`config.mk`:
```
export PLATFORM = sky130hd
export DESIGN_NAME = bram_ring_controller
export DESIGN_NICKNAME = d
export VERILOG_FILES = /design/src/rtl/bram_ring_controller.sv
export SDC_FILE = /design/constraint.sdc
export NUM_CORES = 1
export LEC_CHECK = 0
export BUFFER_PORTS_ARGS = -buffer_cell sky130_fd_sc_hd__buf_4
export CORE_MARGIN = 3
export CORE_UTILIZATION = 55
export DETAILED_ROUTE_END_ITERATION = 10
export GPL_ROUTABILITY_DRIVEN = 1
export PLACE_DENSITY = 0.78
export SLEW_MARGIN = 10
export SYNTH_ARGS = -nofsm -noshare
export SYNTH_HDL_FRONTEND = slang
export SYNTH_SLANG_ARGS = --single-unit
```
`constraint.sdc`:
```
create_clock -name clk -period 8.85 [get_ports clk]
set_input_delay 1.77 -clock clk [delete_from_list [all_inputs] [get_ports clk]]
set_output_delay 1.77 -clock clk [all_outputs]
set_load 0.005 [all_outputs]
```
`src/rtl/bram_ring_controller.sv`:
```
// Flow controller for the BRAM acquisition ring: tracks fill from commits and
// PS releases, gates packet starts with write_allow, raises irq, records overflow.
module bram_ring_controller #(
  parameter int DEPTH_WORDS    = 16384,
  parameter int PTR_W          = 14,
  parameter int HEADROOM_WORDS = 128
) (
  input  logic             clk,
  input  logic             rstn,
  input  logic             enable,
  input  logic             word_commit,
  input  logic             pkt_end,
  input  logic [PTR_W-1:0] rd_ptr,
  input  logic             rd_ptr_wr,
  input  logic [PTR_W:0]   irq_threshold,
  input  logic             irq_ack,
  input  logic             err_clear,
  output logic             write_allow,
  output logic             irq,
  output logic [PTR_W:0]   fill_level,
  output logic             overflow,
  output logic             rd_error,
  output logic [15:0]      dropped_words,
  output logic [1:0]       state
);

  typedef enum logic [1:0] {IDLE = 2'd0, RUN = 2'd1, HOLD = 2'd2, OVF = 2'd3} state_t;

  localparam logic [PTR_W:0] DEPTH_L = (PTR_W+1)'(DEPTH_WORDS);
  localparam logic [PTR_W:0] HEAD_L  = (PTR_W+1)'(HEADROOM_WORDS);
  localparam logic [PTR_W:0] HEAD2_L = (PTR_W+1)'(2*HEADROOM_WORDS);

  state_t           st;
  logic [PTR_W-1:0] rd_shadow, delta, delta_acc;
  logic [PTR_W:0]   fill, fill_next, free;
  logic             idle_hold, full, rel_ok, rel_bad, commit_ok, ovf_evt, irq_set;

  always_comb begin
    idle_hold = !enable || (st == IDLE);
    full      = (fill == DEPTH_L);
    free      = DEPTH_L - fill;
    // Pointer difference wraps naturally in PTR_W bits.
    delta     = rd_ptr - rd_shadow;
    rel_ok    = rd_ptr_wr && ({1'b0, delta} <= fill) && !idle_hold;
    rel_bad   = rd_ptr_wr && ({1'b0, delta} >  fill) && !idle_hold;
    delta_acc = rel_ok ? delta : '0;
    commit_ok = word_commit && !full && !idle_hold;
    ovf_evt   = word_commit &&  full && !idle_hold;
    fill_next = fill + (PTR_W+1)'(commit_ok) - {1'b0, delta_acc};
    irq_set   = pkt_end && (irq_threshold != '0) && (fill_next >= irq_threshold) && !idle_hold;
  end

  // FSM decides on the registered fill, so state trails fill_level by a cycle.
  always_ff @(posedge clk or negedge rstn) begin
    if (!rstn) begin
      st          <= IDLE;
      write_allow <= 1'b0;
    end else begin
      state_t nxt;
      nxt = st;
      if (!enable) nxt = IDLE;
      else begin
        case (st)
          IDLE: nxt = RUN;
          RUN:  if (ovf_evt) nxt = OVF; else if (free < HEAD_L) nxt = HOLD;
          HOLD: if (ovf_evt) nxt = OVF; else if (free >= HEAD2_L) nxt = RUN;
          OVF:  if (err_clear) nxt = (fill < DEPTH_L - HEAD2_L) ? RUN : HOLD;
          default: nxt = IDLE;
        endcase
      end
      st          <= nxt;
      write_allow <= (nxt == RUN);
    end
  end

  always_ff @(posedge clk or negedge rstn) begin
    if (!rstn) begin
      rd_shadow     <= '0;
      fill          <= '0;
      irq           <= 1'b0;
      overflow      <= 1'b0;
      rd_error      <= 1'b0;
      dropped_words <= '0;
    end else begin
      if (idle_hold) begin
        rd_shadow <= '0;
        fill      <= '0;
        irq       <= 1'b0;
      end else begin
        if (rel_ok) rd_shadow <= rd_ptr;
        fill <= fill_next;
        if (irq_set)      irq <= 1'b1;
        else if (irq_ack) irq <= 1'b0;
      end

      if (err_clear) begin
        overflow      <= ovf_evt;
        rd_error      <= rel_bad;
        dropped_words <= {15'd0, ovf_evt};
      end else begin
        if (ovf_evt) overflow <= 1'b1;
        if (rel_bad) rd_error <= 1'b1;
        if (ovf_evt && dropped_words != 16'hFFFF) dropped_words <= dropped_words + 16'd1;
      end
    end
  end

  assign fill_level = fill;
  assign state      = st;

endmodule

```
# Word-level counts from Yosys, hierarchy flattened
# Cells that the tools add are included.
# word_totals
wordCells	69
out_inout_bits	37
in_bits	37
register_bits	51
# op_classes
reduce_logical	23
magnitude_cmp	6
eq_ne	6
mux	21
n_addsub	5
# op_table
op	n
2-to-1 mux 14 bit	3
2-to-1 mux 16 bit	2
adder 16 x 1 -> 16 bit (second input constant)	1
inequality test 16 bit (second input constant)	1
adder 15 x 1 -> 15 bit	1
== test 15 bit (second input constant)	1
>= comparator 15 bit	1
>= comparator 15 x 9 -> 1 bit (second input constant)	1
> comparator 14 x 15 -> 1 bit	1
<= comparator 14 x 15 -> 1 bit	1
less-than comparator 15 x 14 -> 1 bit (second input constant)	1
less-than comparator 15 x 8 -> 1 bit (second input constant)	1
2-to-1 mux 15 bit	1
nonzero test 15 bit	1
subtractor 15 x 14 -> 15 bit	1
subtractor 15 bit (first input constant)	1
2-to-1 mux 2 bit	7
subtractor 14 bit	1
logical AND 1 bit	12
case mux 2 bit (4 select lines)	1
nonzero test 2 bit	4
2-to-1 mux 1 bit	7
== test 2 x 1 -> 1 bit (second input constant)	2
== test 2 bit (second input constant)	2
other kinds (4)	6

# Logic depth before layout (Yosys ltp)
# depth
word_depth	11
ltp_mapped	32

# Worst setup path before layout
# No wires, ideal clock.
# synth_path
kind	input -> register
from	input port rd_ptr[6]
to	register irq
path_slack_ps	1062
t_arrival_ps	7647
path_stages	25
setup_time_ps	141
t_required_ps	8709
path_cell_list	ha_1 a211o_1 or3_1 o21ai_0 o21a_1 xnor2_1 ha_1 nand4_1 or4_1 or3_4 buf_6 a21oi_2 buf_2 nand2_1 ha_1 fa_1 a211o_1 o211ai_1 a211oi_1 o31ai_1 xnor2_1 ha_1 and3_1 a2111oi_0 a211oi_1
# synth_between
elab_chain_cells	11
elab_cells_between_ends	12
cone_classes	add/sub (2); order compare (2); mux (3); reduce/logical (5)
# synth_rtl
item	line	text
from (decl)	13	input logic [PTR_W-1:0] rd_ptr,
subtractor 14 bit *	43	delta = rd_ptr - rd_shadow;
<= comparator 14 x 15 -> 1 bit	44	rel_ok = rd_ptr_wr && ({1'b0, delta} <= fill) && !idle_hold;
logical AND 1 bit (2 in series)	44	
2-to-1 mux 14 bit *	46	delta_acc = rel_ok ? delta : '0;
subtractor 15 x 14 -> 15 bit *	49	fill_next = fill + (PTR_W+1)'(commit_ok) - {1'b0, delta_acc};
>= comparator 15 bit *	50	irq_set = pkt_end && (irq_threshold != '0) && (fill_next >= irq_threshold) && !idle_hold;
logical AND 1 bit * (2 in series)	50	
2-to-1 mux 1 bit	92	if (irq_set) irq <= 1'b1;
2-to-1 mux 1 bit	85	if (idle_hold) begin
to (signal assigned)	88	irq <= 1'b0;
to (signal assigned)	92	
to (signal assigned)	93	else if (irq_ack) irq <= 1'b0;
to (decl)	19	output logic irq,
# Mark *: on every way between the ends. The rest lies on a longest branch, timed or not.
# A chain may end at the register's enable or synchronous reset.

# Final worst setup path
# Ends and elaborated chain as after synthesis.

==> impl_metrics.py <==
metrics = {
    "outcome": {
        "status": "completed",
    },
    "placed_design": {
        "place_hpwl_mm": 9.309,
        "place.gp.congestion": 0.8695,
        "placement.setup.worst_slack_ns": 0.3276,
        "io_buffer_count": 73,
    },
    "clock_tree": {
        "cts.htree.levels": 2,
        "post_cts_resized": 0,
        "cts_root_buffer": "clkbuf_8",
        "tritoncts_buffers": 5,
        "clk-insertion-delay-late_ns": 0.31,
        "post_cts_buffers": 0,
        "cts.hold.buffers_added": 0,
        "cts_tree": "built",
        "clock-sinks": 51,
        "clkTransAtPathRegs_ns": 0.10,
        "clock_path_buffers": 2,
    },
    "global_route": {
        "track_usage_pct": 24.42,
        "global_route_wire_length_before_repair_mm": 20.13,
        "gr-total-overflow": 0,
        "grt_start_max_net_pins": 52,
        "antenna_found_initial": 0,
        "number_of_global_route_vias_before_repair": 4407,
    },
    "setup_path": {
        "critical_path_cell_count": 27,
        "worstSetupEndpointType": "register",
        "path_delay_family": "compound AO/OA/AOI/OAI gates",
        "largest_stage_delay_on_the_critical_path_ns": 0.56,
        "worst-endpoint-required_ns": 9.03,
        "critPathSlowestCell": "or3_4",
        "worst_ep_arrival_time_ns": 8.39,
        "library_cell_appearing_most_often_on_the_critical_path": "ha_1",
        "count_of_buffer_and_inverter_cells_on_the_critical_path": 3,
        "cells_on_worst_reg2reg_path": 27,
        "worstPathMaxFanout": 30,
        "crit_type": "input port to register",
        "cp-start-kind": "input port",
    },
    "sta": {
        "timing_max_transition_violations_final": 0,
        "finalHoldViolCount": 0,
        "layout_min_cycle_time_ns": 8.211,
        "rsz0062_at_grt": "no",
        "timing.setup.tns_ns": 0,
        "final_critical_path_setup_slack_ns": 0.6387,
        "worstMarginPinSlew_ns": 1.052,
        "relSlewSlack_pct": 29.86,
        "finalSetupViolCount": 0,
        "post_route_fraction_of_the_period_consumed_by_the_critical_path_pct": 92.78,
        "max_clock_freq_ghz": 0.1218,
        "fin_worst_skew_ns": 0.008515,
    },
    "floorplanning": {
        "start_util_pct": 57.71,
        "die_area_um2": 9956,
        "chipWidth_um": 99.78,
        "ioPinCount": 74,
        "placementRows": 33,
        "dieHeight_um": 99.78,
        "core_um2": 8382,
    },
    "hold_path": {
        "worstHoldPathCells": 2,
        "worstHoldPathType": "register to register",
    },
    "logic_synthesis": {
        "yosys_most_used_dff": "dfrtp_1",
        "leading_cell_types_by_count_after_synthesis": "ha_1, inv_1, dfrtp_1, nor2_1, nand2_1",
        "ys_warnings": 0,
        "ys_async_sr_fraction_pct": 100.0,
        "synth.lib_cells_used.distinct": 56,
        "yosys_register_bits": 51,
        "synthesis.nets": 683,
        "yosys.area.top_type_share_pct": 26.38,
        "syn-cell-area_um2": 4837,
        "synth_area_leaders": "dfrtp_1, ha_1, xor2_1, inv_1, nor2_1",
        "synth.most_common_cell": "ha_1",
        "synth_sequential_area_ratio_pct": 26.38,
        "netlist_instances": 573,
        "synth_top_cell_by_area": "dfrtp_1",
        "syn_avg_cell_area_um2": 8.442,
        "synth_edf_count": 0,
    },
    "detailed_routing": {
        "antenna_left": 0,
        "routed_wl_mm": 12.03,
        "detail_route.wl_per_cell_um": 16.19,
        "first_iter_violations": 200,
        "drt-pass1-iter-count": 6,
        "drc": 0,
        "via_per_inst": 6.030,
        "vias": 4480,
    },
    "layout": {
        "antenna_cells_inserted": 0,
        "share_of_final_layout_standard_cells_stronger_than_drive_strength_1_pct": 14.11,
        "layout-area-overhead-vs-synth_pct": 14.87,
        "layout_net_count": 748,
    },
    "run": {
        "max-cap-violations": 0,
    },
    "pwr": {
        "ir_drop_uv": 202.0,
        "leakage_power_uw": 0.002626,
        "cellPowerDensity_nw_per_um2": 261.8,
    },
}
==> per-layer routing <==
metal	GRT usage (%)	wire length (um)	up-vias
met4	8.508	205	0
met5	0	0	-
met1	33.09	5664	2132
li1	-	-	2200
met3	3.405	525	21
met2	39.97	5637	127
==> worst min-delay path: stages (launching register included) <==
cell and delay [ns]:
dfrtp_1 0.39, inv_1 0.05, o21ai_0 0.06
==> where the power goes <==
part           internal, uW  switching [uW]  leakage (uW)
Clock                  82.8            82.8     0.0000502
Sequential              262            35.6      0.000698
Combinational           442             549       0.00188
==> state kept, by name, indices dropped and copies added (netlist names) <==
signal         flops
rd_shadow         14
state              2
write_allow        1
dropped_words     16
irq                1
rd_error           1
fill_level        15
overflow           1
==> kinds of logic after synthesis <==
| family | after synthesis | synth area share (%) |
|---|---|---|
| DFF | 51 | 26.38 |
| muxes | 1 | 0.2069 |
| xor gates and xnor gates | 39 | 7.061 |
| adders and majority gates | 73 | 19.19 |
| and+or+nand+nor | 215 | 23.72 |
| buffers and inverters | 71 | 6.027 |
| AOI/OAI and AO/OA | 123 | 17.41 |
==> layout by cell type, fill, tap and decap left out, types with 9 or more instances in the layout <==
cell,count
a21oi_1,28
and2_1,16
and4_1,16
buf_4,77
dfrtp_1,51
ha_1,71
inv_1,52
nand2_1,34
nand3_1,23
nand4_1,14
nor2_1,51
nor2b_1,9
o21a_1,12
o21ai_0,21
o32ai_1,12
or3_1,17
xnor2_1,16
xor2_1,23
==> through the flow <==
| stage | power (uW) | instance area (um2) | utilization [%] | cells | hold WS, ns |
|---|---|---|---|---|---|
| after floorplan | 1035 | 4837 | - | 573 | 0.5173 |
| after global placement | 1244 | 5450 | 65.02 | 736 | 0.5173 |
| after detailed placement | 1282 | 5450 | 65.02 | 736 | 0.5230 |
| after CTS | 1456 | 5557 | 66.29 | 743 | 0.5403 |
| after global routing | 1601 | 5557 | 66.29 | 743 | 0.5875 |
| final | 1455 | 5557 | 66.29 | 743 | 0.5398 |
==> area by class of cell <==
type / instances / area, um2
multi-input combinational: 451 / 3269
fill: 707 / 2825
sequential: 51 / 1276
timing repair buffer: 77 / 578.1
inverter: 52 / 195.2
tap: 105 / 131.4
clock buffer: 5 / 68.82
clock inverter: 2 / 37.54
==> worst paths after layout <==
check	from	end	slack, ns
hold / removal	overflow	overflow	0.54
setup reg to reg	rd_shadow[6]	irq	1.81
hold reg to reg	overflow	overflow	0.54
max in group asynchronous	rstn	dropped_words[14]	6.93
setup / recovery	rd_ptr[6]	irq	0.64
min in group asynchronous	rstn	rd_shadow[9]	1.48
No activity file was read; power rests on OpenSTA's default activity.
